## src/rtl/sseg_scan_decoder.sv

```systemverilog
// Readback monitor for a multiplexed active-low 7-segment bus: recovers committed BCD codes per digit.
// Optional macro SSEG_ERR_CNT_EN adds an 8-bit saturating ErrCnt output.
module sseg_scan_decoder #(
   parameter int NDIG   = 4,
   parameter int SETTLE = 3,
   parameter int STABLE = 2
) (
   input  logic              clk,
   input  logic              rst_n,
   input  logic [6:0]        SSeg,
   input  logic [NDIG-1:0]   AN,
   output logic [4*NDIG-1:0] BCD,
   output logic              Valid,
`ifdef SSEG_ERR_CNT_EN
   output logic [7:0]        ErrCnt,
`endif
   output logic              Err
);

   typedef enum logic [1:0] {S_IDLE, S_WAIT, S_DONE} state_t;

   // Returns {illegal, code}; unknown patterns flag illegal with code 0.
   function automatic logic [4:0] glyph_decode(input logic [6:0] seg);
      case (seg)
         7'b0000001: return {1'b0, 4'd0};
         7'b1001111: return {1'b0, 4'd1};
         7'b0010010: return {1'b0, 4'd2};
         7'b0000110: return {1'b0, 4'd3};
         7'b1001100: return {1'b0, 4'd4};
         7'b0100100: return {1'b0, 4'd5};
         7'b0100000: return {1'b0, 4'd6};
         7'b0001111: return {1'b0, 4'd7};
         7'b0000000: return {1'b0, 4'd8};
         7'b0000100: return {1'b0, 4'd9};
         7'b1111110: return {1'b0, 4'd10};
         7'b1111111: return {1'b0, 4'd11};
         default:    return {1'b1, 4'd0};
      endcase
   endfunction

   function automatic logic an_is_onehot(input logic [NDIG-1:0] an);
      logic [NDIG-1:0] low;
      low = ~an;
      return (low != '0) && ((low & (low - NDIG'(1))) == '0);
   endfunction

   logic [6:0]            sseg_s1_q, sseg_s2_q;
   logic [NDIG-1:0]       an_s1_q, an_s2_q, an_prev_q;
   state_t                state_q, state_d;
   logic [3:0]            cnt_q, cnt_d;
   logic [NDIG-1:0][3:0]  cand_q, cand_d;
   logic [NDIG-1:0][2:0]  match_q, match_d;
   logic [NDIG-1:0][3:0]  bcd_q, bcd_d;
   logic                  valid_q, valid_d;
   logic                  err_q, err_d;
   logic                  an_chg_s, an_onehot_s, capture_s;
   logic [4:0]            glyph_s;

   assign glyph_s     = glyph_decode(sseg_s2_q);
   assign an_chg_s    = (an_s2_q != an_prev_q);
   assign an_onehot_s = an_is_onehot(an_s2_q);

   // Two-flop synchronisers; idle (all-ones) is the cleared state of the bus copies.
   always_ff @(posedge clk or negedge rst_n) begin
      if (!rst_n) begin
         sseg_s1_q <= 7'h7F;
         sseg_s2_q <= 7'h7F;
         an_s1_q   <= '1;
         an_s2_q   <= '1;
         an_prev_q <= '1;
      end else begin
         sseg_s1_q <= SSeg;
         sseg_s2_q <= sseg_s1_q;
         an_s1_q   <= AN;
         an_s2_q   <= an_s1_q;
         an_prev_q <= an_s2_q;
      end
   end

   // Settle FSM, capture into candidates, and commit of stable candidates.
   always_comb begin
      state_d   = state_q;
      cnt_d     = cnt_q;
      cand_d    = cand_q;
      match_d   = match_q;
      bcd_d     = bcd_q;
      valid_d   = 1'b0;
      err_d     = 1'b0;
      capture_s = 1'b0;

      if (an_chg_s) begin
         state_d = S_WAIT;
         cnt_d   = 4'(SETTLE);
      end else begin
         case (state_q)
            S_IDLE: state_d = S_IDLE;
            S_WAIT: begin
               if (cnt_q != 4'd0) begin
                  cnt_d = cnt_q - 4'd1;
               end else if (an_onehot_s) begin
                  capture_s = 1'b1;
                  state_d   = S_DONE;
               end else if (an_s2_q == '1) begin
                  state_d = S_IDLE;
               end else begin
                  err_d   = 1'b1;
                  state_d = S_IDLE;
               end
            end
            S_DONE:  state_d = S_DONE;
            default: state_d = S_IDLE;
         endcase
      end

      for (int k = 0; k < NDIG; k++) begin
         if ((match_q[k] >= 3'(STABLE)) && (cand_q[k] != bcd_q[k])) begin
            bcd_d[k] = cand_q[k];
            valid_d  = 1'b1;
         end else begin
            bcd_d[k] = bcd_q[k];
         end
      end

      if (capture_s) begin
         if (glyph_s[4]) begin
            err_d = 1'b1;
         end else begin
            err_d = 1'b0;
         end
         for (int k = 0; k < NDIG; k++) begin
            if (!an_s2_q[k]) begin
               if (glyph_s[4]) begin
                  cand_d[k]  = 4'd0;
                  match_d[k] = 3'd0;
               end else if (cand_q[k] == glyph_s[3:0]) begin
                  match_d[k] = (match_q[k] == 3'd7) ? 3'd7 : match_q[k] + 3'd1;
               end else begin
                  cand_d[k]  = glyph_s[3:0];
                  match_d[k] = 3'd1;
               end
            end else begin
               match_d[k] = match_q[k];
            end
         end
      end else begin
         capture_s = 1'b0;
      end
   end

   // Decoder state and registered outputs.
   always_ff @(posedge clk or negedge rst_n) begin
      if (!rst_n) begin
         state_q <= S_IDLE;
         cnt_q   <= 4'd0;
         cand_q  <= '0;
         match_q <= '0;
         bcd_q   <= {NDIG{4'd11}};
         valid_q <= 1'b0;
         err_q   <= 1'b0;
      end else begin
         state_q <= state_d;
         cnt_q   <= cnt_d;
         cand_q  <= cand_d;
         match_q <= match_d;
         bcd_q   <= bcd_d;
         valid_q <= valid_d;
         err_q   <= err_d;
      end
   end

   assign BCD   = bcd_q;
   assign Valid = valid_q;
   assign Err   = err_q;

`ifdef SSEG_ERR_CNT_EN
   logic [7:0] err_cnt_q, err_cnt_d;

   // Saturating error counter, advanced alongside the Err pulse.
   always_comb begin
      if (err_d && (err_cnt_q != 8'd255)) begin
         err_cnt_d = err_cnt_q + 8'd1;
      end else begin
         err_cnt_d = err_cnt_q;
      end
   end

   // Error counter register.
   always_ff @(posedge clk or negedge rst_n) begin
      if (!rst_n) begin
         err_cnt_q <= 8'd0;
      end else begin
         err_cnt_q <= err_cnt_d;
      end
   end

   assign ErrCnt = err_cnt_q;
`endif

endmodule

```

## config.mk

```make
export PLATFORM = sky130hd
export DESIGN_NAME = sseg_scan_decoder
export DESIGN_NICKNAME = d
export VERILOG_FILES = /design/src/rtl/sseg_scan_decoder.sv
export SDC_FILE = /design/constraint.sdc
export NUM_CORES = 1
export LEC_CHECK = 0
export ABC_AREA = 1
export CAP_MARGIN = 5
export CORE_ASPECT_RATIO = 0.7
export CORE_MARGIN = 8
export CORE_UTILIZATION = 25
export CTS_CLUSTER_SIZE = 24
export DETAILED_ROUTE_END_ITERATION = 8
export PLACE_DENSITY = 0.48
export REMOVE_ABC_BUFFERS = 1
export SLEW_MARGIN = 15
export SYNTH_ARGS = -nofsm -noshare
export SYNTH_HDL_FRONTEND = slang
export SYNTH_SLANG_ARGS = --single-unit
export TNS_END_PERCENT = 5
```

## constraint.sdc

```tcl
create_clock -name clk -period 2.2 [get_ports clk]
set_clock_uncertainty 0.05 [all_clocks]
set_input_delay 0.44 -clock clk [delete_from_list [all_inputs] [get_ports clk]]
set_output_delay 0.44 -clock clk [all_outputs]
set_load 0.05 [all_outputs]
```

==> impl_results.md, run 1 <==
* Max clock buf depth at 2
* Number of synthesized flops with an enable pin at 0
* Global-route wire length before repair at 15220 um
* Drt first-iter violations at approximately 210
* Leading area contributor after synthesis: dfrtp_1
* Final Cell Area at around 5000 sq um
* Grt total ovfl at 0
* Synth Instances at 435
* Seq/Total Area, Yosys at between 40 and 50%
* H-tree levels at 3
* Num CTS Buffers at 9
* Post-DP HPWL at 6767 um
* Number of diodes at 0
* Largest cells by area after synthesis: dfrtp_1, dfstp_2, nand2_1
* Chip Width at ~170 um
* DR WL/cell at around 13 um
* I/O pin count at 31
* Num rows at 39
* Status: complete, no violations
* Detailed-route via count at 2922
* Max Cap Viol at 0
* Die Ht at 122.3 um
* Placer Congestion at between 0.8 and 0.9
* Met3 Usage GRT at 3.278%
* Worst skew pair latency at 340 ps
* Drt pass-1 iters at 4
* Layout fillers at 1666
* Final setup vio count at 0
* Crit path time final at just over 2000 ps
* Met2 GRT Util at 13.06%
* Ys flop type: dfrtp_1
* Synth-to-Final Area Change at 21.53%
* Largest fanout on the critical path at 6
* Reg2reg start: sseg_s2_q[4]$_DFF_PN1_
* Top-area cell type share of the netlist area at roughly a quarter
* Synth cell types at 36
* Min-delay worst type: flip-flop to flip-flop
* Final Max Tran Viols at 0
* Worst vdd ir at 338.4 uV
* CP endpoint kind: flip-flop
* Worst EP arrival at 2240 ps
* Crit path launch type: flip-flop
* Setup ws final at 132.5 ps
* Fmax at 483.7 MHz
* Syn. warnings at 0
* Pre-CTS setup slack at 172.7 ps
* Post-synth ARST share at 100.0%
* P per Cell Area at 647.6 nW/um^2
* Multi-input logic area at 1869 sq um
* Final net count at 504
* Clk sink count at 78
* Final hold viol count at 0
* Final period util at 93.98%
* Leak at 0.002327 uW
* Top Usage Layer GRT: met1
* Largest net degree at the start of global routing at between 50 and 60
* RSZ-0062 raised after global routing: no
* Power, Total at around 3200 uW
* Synthesized flop and latch total at 78
* Mapped cell area at 4033 sq um
* Worst Tran Pin Value at just under 1000 ps
* Die area at 20520 sq um
* Crit path launch: sseg_s2_q[4]$_DFF_PN1_
* Crit path required time at 2370 ps
* Initial cell density of the core at 25.12%
* Crit path kind: flip-flop to flip-flop
* Tot GR Track Use at 9.412%
* Share of layout cells above drive strength 1 at 25.77%
* Register area at 1999 sq um
* GR Layer Usage met1 at a little over an eighth
* Drc violations at 0
* Post-route ant nets at 0
* Port Buffers at 30
* Setup TNS at 0 ps
* Area after DPL at approximately 4600 sq um
* CTS tree: yes
* Vias in the first global route at 2965
* Most frequent cell after synthesis: nand2_1
* Core area at ~16000 sq um
* Clock slew at reported path FFs at 60 ps
* Final wirelength at 8971 um
* Via-per-instance ratio at about 4.2
* Top cells by count, synth: nand2_1, dfrtp_1, dfstp_2
* # resized after CTS at 0
* Mapped Avg Cell Area at 9.270 sq um
* Rel. slew slack at about 35%
* CTS Root Cell: clkbuf_16
* Min-delay src: an_s1_q[3]$_DFF_PN1_
* Antenna violations before repair at 0
==> layout by cell type (no fill, tap or decap), types with 7 or more instances in the layout <==
cell	n
nor2_1	14
buf_4	15
xnor2_1	14
nand2_1	124
nand3_1	35
dfstp_2	38
ha_1	11
nand4_1	8
dfrtp_1	40
xor2_1	10
nor2_2	18
inv_2	7
clkbuf_16	9
o21ai_0	13
inv_1	35
clkdlybuf4s50_1	17
==> registers in the layout, summed over array words and instances (netlist names) <==
register	count
BCD	16
cand_q	16
match_q	12
sseg_s1_q	7
sseg_s2_q	7
an_prev_q	4
an_s1_q	4
an_s2_q	4
cnt_q	4
state_q	2
Err	1
Valid	1
==> worst max-delay path: stages, from the launching register on <==
cell and delay, ps:
dfstp_2 560, inv_2 60, nor3_1 250, nand2_1 90, nand2_1 180, inv_2 110, nand3_1 90, nand2_1 70
nor2_2 160, nand2_1 130, o21bai_1 150, nand2_1 60
==> power by group <==
part | leakage (uW) | internal, uW | switching [uW] | total (uW)
combinational | 0.00125 | 56.0 | 102 | 158
clock | 0.000136 | 887 | 626 | 1510
sequential | 0.000941 | 1480 | 21.9 | 1500
total | 0.00233 | 2420 | 750 | 3170
==> final timing paths <==
path,slack [ps],to,cells past startpoint
max reg2reg,130,match_q[9]$_DFFE_PN0P_,11
min reg2reg,310,an_s2_q[3]$_DFF_PN1_,0
max in group asynchronous,980,BCD[7]$_DFFE_PN1P_,3
max,130,match_q[9]$_DFFE_PN0P_,11
min,310,an_s2_q[3]$_DFF_PN1_,0
min in group asynchronous,480,BCD[14]$_DFFE_PN0P_,2
==> what timing repair did <==
| action | in CTS | in global routing |
|---|---|---|
| hold buffers | 1 | 0 |
| hold endpoints to repair | 1 | 0 |
| setup endpoints to repair | 0 | 0 |
| buffers inserted | 0 | 0 |
==> cell type report <==
type	count	area share, %
clock buffer	10	4.672
multi-input combinational	314	38.14
sequential	78	40.80
clock inverter	6	1.430
tap	205	5.234
timing repair buffer	34	6.382
inverter	43	3.344
==> metrics by stage <==
step	hold WS (ps)	utilization [%]	cells
3_3_place_gp	295.8	28.60	673
4_1_cts	306.4	30.53	690
2_1_floorplan	94.41	-	435
3_5_place_dp	297.0	28.60	673
6_report	305.3	30.53	690
5_1_grt	311.3	30.53	690
==> routing by layer <==
metal / share of wire [%] / vias up
met1: 55 / 1367
met4: 1.1 / 0
met5: 0 / -
met3: 4.0 / 12
met2: 40 / 42
li1: - / 1501
==> cells by family after synthesis <==
| kind of cell | Yosys count | synth area share (%) |
|---|---|---|
| buffers and inverters | 43 | 4.065 |
| multiplexers | 6 | 1.675 |
| AO/OA/AOI/OAI | 41 | 6.330 |
| XOR/XNOR | 24 | 5.212 |
| adder cells (fa/ha/maj) | 11 | 3.413 |
| AND/OR/NAND/NOR | 232 | 29.72 |
| flip-flops | 78 | 49.58 |
Note: power is estimated with default switching activity, not from simulation.
==> run 2, diff against run 1 <==
Settings changed: CORE_UTILIZATION 25 to 35, PLACE_DENSITY 0.48 to 0.59.
==> run 2 against run 1 <==
Against the previous run:
- worst hold slack worse by 300 ps
- core utilization is 13 points higher
- final cell count is 6.8% lower
- critical path type unchanged
- critical endpoint is now match_q[11]$_DFFE_PN0P_
==> impl_results.md, run 2 (synthesis gave the netlist of run 1 again) <==
* Status: complete, no violations (unchanged)
* Worst Tran Pin Value at 627.6 ps (was 960.4 ps)
* Detailed-route via count at 2954 (was 2922)
* Initial cell density of the core at 36.23% (was 25.12%)
* Worst skew pair latency at 330 ps (was 340 ps)
* Drt first-iter violations at 187 (was 213)
* Area after DPL at 4542 sq um (was 4592 sq um)
* Synth-to-Final Area Change at 21.10% (was 21.53%)
* CP delay by family, top: simple AND/OR/NAND/NOR gates (unchanged)
* Reg2reg start: sseg_s2_q[6]$_DFF_PN1_ (was sseg_s2_q[4]$_DFF_PN1_)
* CTS Root Cell: clkbuf_16 (unchanged)
* Num CTS Buffers at 9 (unchanged)
* Crit path kind: flip-flop to flip-flop (unchanged)
* Die Ht at 105.8 um (was 122.3 um)
* Final period util at 93.40% (was 93.98%)
* Drt pass-1 iters at 4 (unchanged)
* Setup TNS at 0 ps (unchanged)
* CP endpoint kind: flip-flop (unchanged)
* Number of diodes at 0 (unchanged)
* Sw Share at 22.72% (was 23.62%)
* Vias in the first global route at 3015 (was 2965)
* Rel. slew slack at 57.80% (was 35.42%)
* Layout Cells excl Fill at 643 (was 690)
* CTS tree: yes (unchanged)
* Reg-to-reg slack, setup at 150 ps (was 130 ps)
* Chip Width at 144.3 um (was 167.8 um)
* Final hold viol count at 0 (unchanged)
* RSZ-0062 raised after global routing: no (unchanged)
* Crit path time final at 2055 ps (was 2068 ps)
* Largest fanout on the critical path at 8 (was 6)
* DR WL/cell at 13.08 um (was 13.00 um)
* Drc violations at 0 (unchanged)
* Port Buffers at 30 (unchanged)
* Antenna violations before repair at 0 (unchanged)
* Most frequent cell on the critical path: nand2_1 (unchanged)
* Clk sink count at 78 (unchanged)
* Min-delay worst type: input port to asynchronous set/reset pin (was flip-flop to flip-flop)
* Share of layout cells above drive strength 1 at 27.35% (was 25.77%)
* Final setup vio count at 0 (unchanged)
* Largest net degree at the start of global routing at 37 (was 58)
* H-tree levels at 3 (unchanged)
* P per Cell Area at 650.5 nW/um^2 (was 647.6 nW/um^2)
* Worst hold slack at 2.267 ps (was 305.3 ps)
* Worst path max stage delay at 580 ps (was 560 ps)
* Placer Congestion at 0.8327 (was 0.8033)
* Final Cell Area at 4883 sq um (was 4901 sq um)
* Gate power share at 5.0% (about the same)
* Final net count at 509 (was 504)
* Crit path required time at 2370 ps (about the same)
* Grt total ovfl at 0 (unchanged)
* Max Cap Viol at 0 (unchanged)
* Post-DP HPWL at 6270 um (was 6767 um)
* CP Buf/Inv Count at 2 (unchanged)
* CP max-delay cell: dfstp_2 (unchanged)
* Final wirelength at 8410 um (was 8971 um)
* Max clock buf depth at 2 (unchanged)
* Register share of total power at 47.3% (was 47.4%)
* Global-route wire length before repair at 14370 um (was 15220 um)
* Most common cell after layout, fill and taps aside: nand2_1 (unchanged)
* Clock slew at reported path FFs at 60 ps (about the same)
* Layout fillers at 1094 (was 1666)
* Commonest non-fill, non-tap cells in the layout: nand2_1, dfrtp_1, dfstp_2 (unchanged)
* Internal power component at 2455 uW (was 2424 uW)
* Worst EP arrival at 2230 ps (was 2240 ps)
* Final Max Tran Viols at 0 (unchanged)
* Num rows at 32 (was 39)
* Via-per-instance ratio at 4.594 (was 4.235)
* Fmax at 486.6 MHz (was 483.7 MHz)
* Crit path launch type: flip-flop (unchanged)
* Leak at 0.002364 uW (was 0.002327 uW)
* Crit-path cells: inv_1 > nand2_1 > nor2_2 > nand2_1 > nand2_1 > inv_2 > nand4_4 > nand3_4 > nand2_4 > and2_1 (was inv_2 > nor3_1 > nand2_1 > nand2_1 > inv_2 > nand3_1 > nand2_1 > nor2_2 > nand2_1 > o21bai_1 > nand2_1)
* Core area at 11130 sq um (was 16050 sq um)
* Crit path launch: sseg_s2_q[6]$_DFF_PN1_ (was sseg_s2_q[4]$_DFF_PN1_)
* Die area at 15270 sq um (was 20520 sq um)
* Worst vdd ir at 433.3 uV (was 338.4 uV)
* Sw power at 721.8 uW (was 749.5 uW)
* Clock power share at 47.7% (about the same)
* Placed instance count at 623 (was 673)
* Post-route ant nets at 0 (unchanged)
* Tot GR Track Use at 11.89% (was 9.412%)
* I/O pin count at 31 (unchanged)
-- run 2: layer usage --
metal | vias to the layer above | share of wire (%) | GRT usage, %
li1 | 1506 | - | -
met1 | 1380 | 50 | 16.47
met2 | 57 | 42 | 17.54
met3 | 11 | 7.2 | 3.425
met4 | 0 | 1.2 | 3.553
met5 | - | 0 | 0
-- run 2: path summary, 6_finish.rpt --
kind	end	cells after the start
worst max-delay path	match_q[11]$_DFFE_PN0P_	10
worst min-delay path	BCD[14]$_DFFE_PN0P_	1
worst max register to register	match_q[11]$_DFFE_PN0P_	10
worst min register to register	sseg_s2_q[0]$_DFF_PN1_	0
max in group asynchronous	BCD[5]$_DFFE_PN1P_	2
min in group clk	sseg_s2_q[0]$_DFF_PN1_	0
-- run 2: cell type report --
cell class / instances / area (sq um) / share of cell area [%]
clock inverters: 6 / 67.56 / 1.384
flip-flops and latches: 78 / 1999 / 40.94
inverters: 43 / 163.9 / 3.356
well taps: 153 / 191.4 / 3.920
clock buffers: 10 / 239.0 / 4.894
multi-input cells: 314 / 1877 / 38.43
repair buffers: 39 / 345.3 / 7.071
-- run 2: power groups by stage --
stage | Sequential (uW) | Clock (uW) | Combinational [uW]
3_5_place_dp | 1530 | 0 | 159
2_1_floorplan | 1520 | 0 | 85.7
6_report | 1500 | 1510 | 160
5_1_grt | 1510 | 1610 | 183
3_3_place_gp | 1530 | 0 | 157
4_1_cts | 1500 | 1560 | 159
-- run 2: timing repair --
item / 4_1_cts / 5_1_grt
hold buffers: 0 / 0
gates resized for setup: 0 / 2
endpoints found under the hold margin: 0 / 0
buffers inserted: 0 / 4
setup endpoints to repair: 0 / 16
-- run 2: worst reg2reg max path: cells and delay by family (launching register included) --
family                 cells  cell delay (ps)
flip-flops                 1              580
buffers and inverters      2              240
AND/OR/NAND/NOR            8             1090
-- run 2: per-stage QoR --
step                      power [uW]  utilization [%]  worst slack [ps]
after detailed placement        1686            40.80             164.2
after floorplan                 1608                -             454.0
final                           3177            43.87             145.1
after CTS                       3225            43.56             122.3
after global placement          1682            40.80             169.4
after global routing            3301            43.87             5.519
